<file path="config.mk">
export PLATFORM = sky130hd
export DESIGN_NAME = rob_commit
export DESIGN_NICKNAME = d
export VERILOG_FILES = /design/src/rtl/rob_commit.sv
export SDC_FILE = /design/constraint.sdc
export NUM_CORES = 2
export LEC_CHECK = 0
export BUFFER_PORTS_ARGS = -buffer_cell sky130_fd_sc_hd__buf_2
export CAP_MARGIN = 20
export CORE_MARGIN = 5
export CORE_UTILIZATION = 43
export CTS_CLUSTER_SIZE = 20
export DETAILED_ROUTE_END_ITERATION = 7
export MAX_ROUTING_LAYER = met4
export PLACE_DENSITY = 0.6
export SLEW_MARGIN = 40
export SYNTH_ARGS = -nofsm -noshare
export SYNTH_HDL_FRONTEND = slang
export SYNTH_SLANG_ARGS = --single-unit
export TNS_END_PERCENT = 10
</file>
<file path="constraint.sdc">
create_clock -name CLK -period 12.05 [get_ports CLK]
set_input_delay 3.615 -clock CLK [delete_from_list [all_inputs] [get_ports CLK]]
set_output_delay 3.615 -clock CLK [all_outputs]
set_load 0.02 [all_outputs]
</file>
<file path="src/rtl/rob_commit.sv">
// Reorder buffer with in-order single-entry commit, retirement RAT upkeep,
// and mispredict recovery (squash walk, then rename RAT restore).
module rob_commit #(
  parameter int ROB_ADDRWIDTH    = 6,
  parameter int PHYSREGS_DEPTH   = 6,
  parameter int RENROB_DATAWIDTH = 183,
  parameter int ARCH_REGS        = 32
) (
  input  logic                                CLK,
  input  logic                                RESET,
  input  logic                                FREEZE,
  input  logic                                tROB_pushReq_IN,
  input  logic [RENROB_DATAWIDTH-1:0]         tROB_pushData_IN,
  output logic                                fROB_full_OUT,
  output logic [ROB_ADDRWIDTH-1:0]            fROB_curTail_OUT,
  input  logic                                cpl_valid_IN,
  input  logic [ROB_ADDRWIDTH-1:0]            cpl_idx_IN,
  input  logic                                cpl_mispred_IN,
  input  logic [31:0]                         cpl_target_IN,
  output logic                                tFreeL_pushReq_OUT,
  output logic [PHYSREGS_DEPTH-1:0]           tFreeL_pushData_OUT,
  output logic                                tRenRatOverwrite_OUT,
  output logic [PHYSREGS_DEPTH*ARCH_REGS-1:0] tRenRatOverwriteData_OUT,
  output logic                                flush_OUT,
  output logic                                redirect_OUT,
  output logic [31:0]                         redirectPC_OUT,
  output logic                                commit_valid_OUT
);
  localparam int DEPTH = 1 << ROB_ADDRWIDTH;
  localparam int AREGW = $clog2(ARCH_REGS);

  typedef enum logic [1:0] {RUN, WALK, RESTORE} state_t;

  state_t                    state_reg, state_next;
  logic [ROB_ADDRWIDTH-1:0]  head_reg, tail_reg, walk_reg;
  logic [ROB_ADDRWIDTH-1:0]  head_inc, walk_inc;
  logic [ROB_ADDRWIDTH:0]    count_reg;
  logic [DEPTH-1:0]          valid_reg;

  logic                      done_mem    [DEPTH];
  logic                      mispred_mem [DEPTH];
  logic                      dreq_mem    [DEPTH];
  logic [AREGW-1:0]          arch_mem    [DEPTH];
  logic [PHYSREGS_DEPTH-1:0] phys_mem    [DEPTH];
  logic [31:0]               target_mem  [DEPTH];
  logic [PHYSREGS_DEPTH-1:0] ret_rat_reg [ARCH_REGS];

  logic full, push_ok, cpl_ok, commit_fire, walk_fire, restore_fire;
  logic unused_bits;

  // Only the dest-reqd, phys/arch dest fields of the rename payload matter here.
  assign unused_bits = ^tROB_pushData_IN;

  assign head_inc         = head_reg + 1'b1;
  assign walk_inc         = walk_reg + 1'b1;
  assign full             = (count_reg == (ROB_ADDRWIDTH+1)'(DEPTH)) || (state_reg != RUN);
  assign fROB_full_OUT    = full;
  assign fROB_curTail_OUT = tail_reg;

  genvar gi;
  generate
    for (gi = 0; gi < ARCH_REGS; gi++) begin : g_rat_out
      assign tRenRatOverwriteData_OUT[gi*PHYSREGS_DEPTH +: PHYSREGS_DEPTH] = ret_rat_reg[gi];
    end
  endgenerate

  always_comb begin
    state_next   = state_reg;
    commit_fire  = 1'b0;
    walk_fire    = 1'b0;
    restore_fire = 1'b0;
    case (state_reg)
      RUN: begin
        commit_fire = (count_reg != '0) && valid_reg[head_reg] && done_mem[head_reg] && !FREEZE;
        if (commit_fire && mispred_mem[head_reg])
          state_next = (head_inc == tail_reg) ? RESTORE : WALK;
      end
      WALK: begin
        if (!FREEZE) begin
          walk_fire = 1'b1;
          if (walk_inc == tail_reg) state_next = RESTORE;
        end
      end
      RESTORE: begin
        if (!FREEZE) begin
          restore_fire = 1'b1;
          state_next   = RUN;
        end
      end
      default: state_next = RUN;
    endcase
    // A mispredicting commit squashes anything renamed in the same cycle.
    push_ok = tROB_pushReq_IN && !full && !(commit_fire && mispred_mem[head_reg]);
    cpl_ok  = (state_reg == RUN) && cpl_valid_IN && valid_reg[cpl_idx_IN];
  end

  always_ff @(posedge CLK) begin
    if (push_ok) begin
      done_mem[tail_reg] <= 1'b0;
      dreq_mem[tail_reg] <= tROB_pushData_IN[149];
      phys_mem[tail_reg] <= tROB_pushData_IN[92:87];
      arch_mem[tail_reg] <= tROB_pushData_IN[38:34];
    end
    if (cpl_ok) begin
      done_mem[cpl_idx_IN]    <= 1'b1;
      mispred_mem[cpl_idx_IN] <= cpl_mispred_IN;
      target_mem[cpl_idx_IN]  <= cpl_target_IN;
    end
  end

  always_ff @(posedge CLK) begin
    if (!RESET) begin
      state_reg            <= RUN;
      head_reg             <= '0;
      tail_reg             <= '0;
      walk_reg             <= '0;
      count_reg            <= '0;
      valid_reg            <= '0;
      tFreeL_pushReq_OUT   <= 1'b0;
      tFreeL_pushData_OUT  <= '0;
      tRenRatOverwrite_OUT <= 1'b0;
      flush_OUT            <= 1'b0;
      redirect_OUT         <= 1'b0;
      redirectPC_OUT       <= '0;
      commit_valid_OUT     <= 1'b0;
      for (int i = 0; i < ARCH_REGS; i++) ret_rat_reg[i] <= i[PHYSREGS_DEPTH-1:0];
    end else begin
      state_reg            <= state_next;
      tFreeL_pushReq_OUT   <= 1'b0;
      tFreeL_pushData_OUT  <= '0;
      tRenRatOverwrite_OUT <= 1'b0;
      flush_OUT            <= 1'b0;
      redirect_OUT         <= 1'b0;
      redirectPC_OUT       <= '0;
      commit_valid_OUT     <= commit_fire;

      if (push_ok) begin
        valid_reg[tail_reg] <= 1'b1;
        tail_reg            <= tail_reg + 1'b1;
      end

      case ({push_ok, commit_fire})
        2'b10:   count_reg <= count_reg + 1'b1;
        2'b01:   count_reg <= count_reg - 1'b1;
        default: count_reg <= count_reg;
      endcase

      if (commit_fire) begin
        valid_reg[head_reg] <= 1'b0;
        head_reg            <= head_inc;
        if (dreq_mem[head_reg]) begin
          // The previous mapping of this arch reg is now dead.
          tFreeL_pushReq_OUT             <= 1'b1;
          tFreeL_pushData_OUT            <= ret_rat_reg[arch_mem[head_reg]];
          ret_rat_reg[arch_mem[head_reg]] <= phys_mem[head_reg];
        end
        if (mispred_mem[head_reg]) begin
          flush_OUT      <= 1'b1;
          redirect_OUT   <= 1'b1;
          redirectPC_OUT <= target_mem[head_reg];
          walk_reg       <= head_inc;
        end
      end

      if (walk_fire) begin
        valid_reg[walk_reg] <= 1'b0;
        walk_reg            <= walk_inc;
        if (dreq_mem[walk_reg]) begin
          tFreeL_pushReq_OUT  <= 1'b1;
          tFreeL_pushData_OUT <= phys_mem[walk_reg];
        end
      end

      if (restore_fire) begin
        tRenRatOverwrite_OUT <= 1'b1;
        tail_reg             <= head_reg;
        count_reg            <= '0;
      end
    end
  end
endmodule

</file>
==> reports/results.txt <==
outcome: finished, final reports clean
Final Hold Viols: 0
Final period util: 0.611
PortBufs: 297
commonest cells after routing, fill and taps aside: edfxtp_1 (3,072), a22oi_1 (768), mux4_2 (416)
post-route setup slack: 4690 ps
Die ar.: 309,000 µm²
Ys Warns: 0
total CTS buffers: 342
largest net degree at the start of global routing: 109
WL per Instance: 33.3 µm
RSZ-0062 raised after global routing: false
Reg power frac: 0.532
EDFF count, synth: 3,072
minimum clock period: 7360 ps
Core ar.: 297,000 µm²
GP Congestion: 0.915
initial antenna violation count: 13
#FFs+latches synth: 3,281
nets: 7,836
first-pass GRT wire length: 553,000 µm
total power per unit cell area: 160 nW/µm²
Crit. End Element: register
Avg Synthesized Cell Area: 17.7 µm²
Biggest register: target_mem
first drt pass iteration count: 6
Area Overhead vs Synth: 14.5%
Post-synth top flop: edfxtp_1
height of the die: 556 µm
HPWL after DPL: 232,000 µm
number of remaining DRC errors: 0
Critical Path Source Type: input port
Max H-tree Level: 5
maximum net fanout on the critical path: 15
Combinational Power Share: 0.020
setup TNS: 0 ps
Tot GR Track Use: 0.254
footprint of the multi-input gates: 30,100 µm²
share of power burned in the clock network: 0.448
biggest regs: target_mem (2048), phys_mem (384), arch_mem (320)
final setup fails: 0
vias: 74,800
syn nets: 7,469
ratio of cells with drive above 1 in the final layout: 0.210
worst hold-check path type: register to register
slowest CP cell: ha_1
Starting Density: 0.432
fin. max-slew vios: 0
Net Sw Power: 4.84 mW
wirelength, routed: 393,000 µm
library cells used by synthesis: 83
I/O pin total: 469
postcts setup bufs: 0
CP Capture Point: count_reg[6]
Synth Instances: 7,236
via count of the first global-routing pass: 73,000
internal power: 18.7 mW
Worst Hold Slack: 450 ps
Hold Buf Count CTS: 0
sequential area share after synthesis: 0.753
Crit path arrival time: 8170 ps
Sink Count: 3,281
asr flop ratio synth: 0
Largest stage delay, worst path: 570 ps
fin area: 147,000 µm²
Slew @ Worst Pin: 897 ps
maximum VDD drop: 0.126 mV
max_slew headroom: 0.385
clk slew on worst S/H paths: 60 ps
P_leak: 45.0 nW
Die Width: 556 µm
CTS tree: built
Max Fclk: 136 MHz
DRT antenna net count: 0
via density per instance: 6.32
cell area after synthesis: 128,000 µm²
leading cell type in the layout, fill and taps excluded: edfxtp_1
clk_lat worst skew: 950 ps
Worst R2R Path Depth: 12
switch share: 0.206
Clock Tree Buf Depth: 4
critical path class: input port to register
Total Power: 23.5 mW
max FFs per register: 2,048
dpl ws: 3660 ps
1st-iter DRT viols: 8,921
Cell Chain, Critical Path: buf_2 > a31oi_1 > nand2_1 > o22ai_1 > o31ai_1 > buf_4 > nand2b_2 > inv_1 > ha_1 > xor2_1 > ha_1 > a21oi_1 > o21ai_0 > a221oi_1 > nand2b_1 > nand2_1 > a31oi_1 > or3_1 > a21oi_1
register area: 96,500 µm²
maxcap violations: 0
CP Launch Point: FREEZE
FP Rows: 200
GRT overflow: 0
fill cell count: 24,400
cells resized by post-CTS repair: 0
R2R Setup Slk: 5410 ps
Placed Area: 135,000 µm²
RR Endpoint: ret_rat_reg[28][0]
Worst Path Required: 12,860 ps
Setup Skew: 104 ps
CTS root buf: clkbuf_16
==> power groups by stage <==
stage	logic [mW]	clock network (mW)	registers, mW
floorplan	0.165	0	12.8
global placement	0.444	0	12.8
detailed placement	0.468	0	12.8
CTS	0.469	10.7	12.5
global route	0.494	11.2	12.5
finish	0.466	10.5	12.5
==> synth_stat cells (all sizes together), types with 28 or more instances <==
cell | n | area (µm²)
clkbuf | 381 | 1430
inv | 54 | 203
nor3 | 42 | 275
dfxtp | 209 | 4180
a221oi | 183 | 1600
nand2b | 28 | 175
mux4 | 416 | 9370
o221ai | 42 | 368
edfxtp | 3072 | 92200
o22ai | 37 | 231
a22oi | 769 | 5780
mux2i | 137 | 1370
a22o | 171 | 1500
o21ai | 152 | 764
nor2 | 342 | 1300
or3 | 45 | 282
nand3 | 84 | 420
buf | 159 | 908
a211oi | 55 | 413
nand2 | 192 | 721
a31oi | 148 | 926
a21oi | 111 | 559
nand4 | 125 | 782
==> cells by family (layout without fill, tap and decap cells) <==
group,count (synthesis),in the layout,share of synthesized area
other,0,10,0
xor gates and xnor gates,34,34,0.00232
and+or+nand+nor,981,981,0.0379
muxes,570,570,0.0853
buffers and inverters,596,1241,0.0199
adders and majority gates,6,6,0.000586
DFF,3281,3281,0.753
AOI/OAI and AO/OA,1768,1768,0.101
==> critical path: cells and delay by family <==
family	cells	cell delay (ps)
XOR/XNOR	1	140
AO/OA/AOI/OAI	8	1960
AND/OR/NAND/NOR	5	1080
buffers and inverters	3	580
adder cells (fa/ha/maj)	2	780
==> layer usage <==
layer,global-route usage,wire length [µm],up-vias
met2,0.410,193000,3853
met3,0.0357,31000,759
li1,-,-,30900
met5,-,0,-
met1,0.329,152000,39300
met4,0.101,17800,0
==> metrics by stage <==
stage          utilization  std cells
2_1_floorplan            -       7236
3_3_place_gp         0.455      11200
4_1_cts              0.494      11800
3_5_place_dp         0.456      11200
6_report             0.494      11800
5_1_grt              0.494      11800
==> how the worst min path moves through the flow <==
stage | from | end | slack (ps) | cells past startpoint
after detailed placement | done_mem[39] | done_mem[39] | 440 | 1
after global placement | done_mem[55] | done_mem[55] | 430 | 1
after global routing | done_mem[31] | done_mem[31] | 460 | 1
final | done_mem[31] | done_mem[31] | 450 | 1
after CTS | done_mem[63] | done_mem[63] | 450 | 2
after floorplan | done_mem[23] | done_mem[23] | 420 | 1
==> cell type report <==
type,count,area share
flip-flops and latches,3281,0.658
diodes,10,0.000171
well taps,3939,0.0336
repair buffers,563,0.0255
inverters,56,0.00143
clock buffers,439,0.0619
multi-input cells,3359,0.205
clock inverters,183,0.0146
Power figures use the tool's default switching activity.
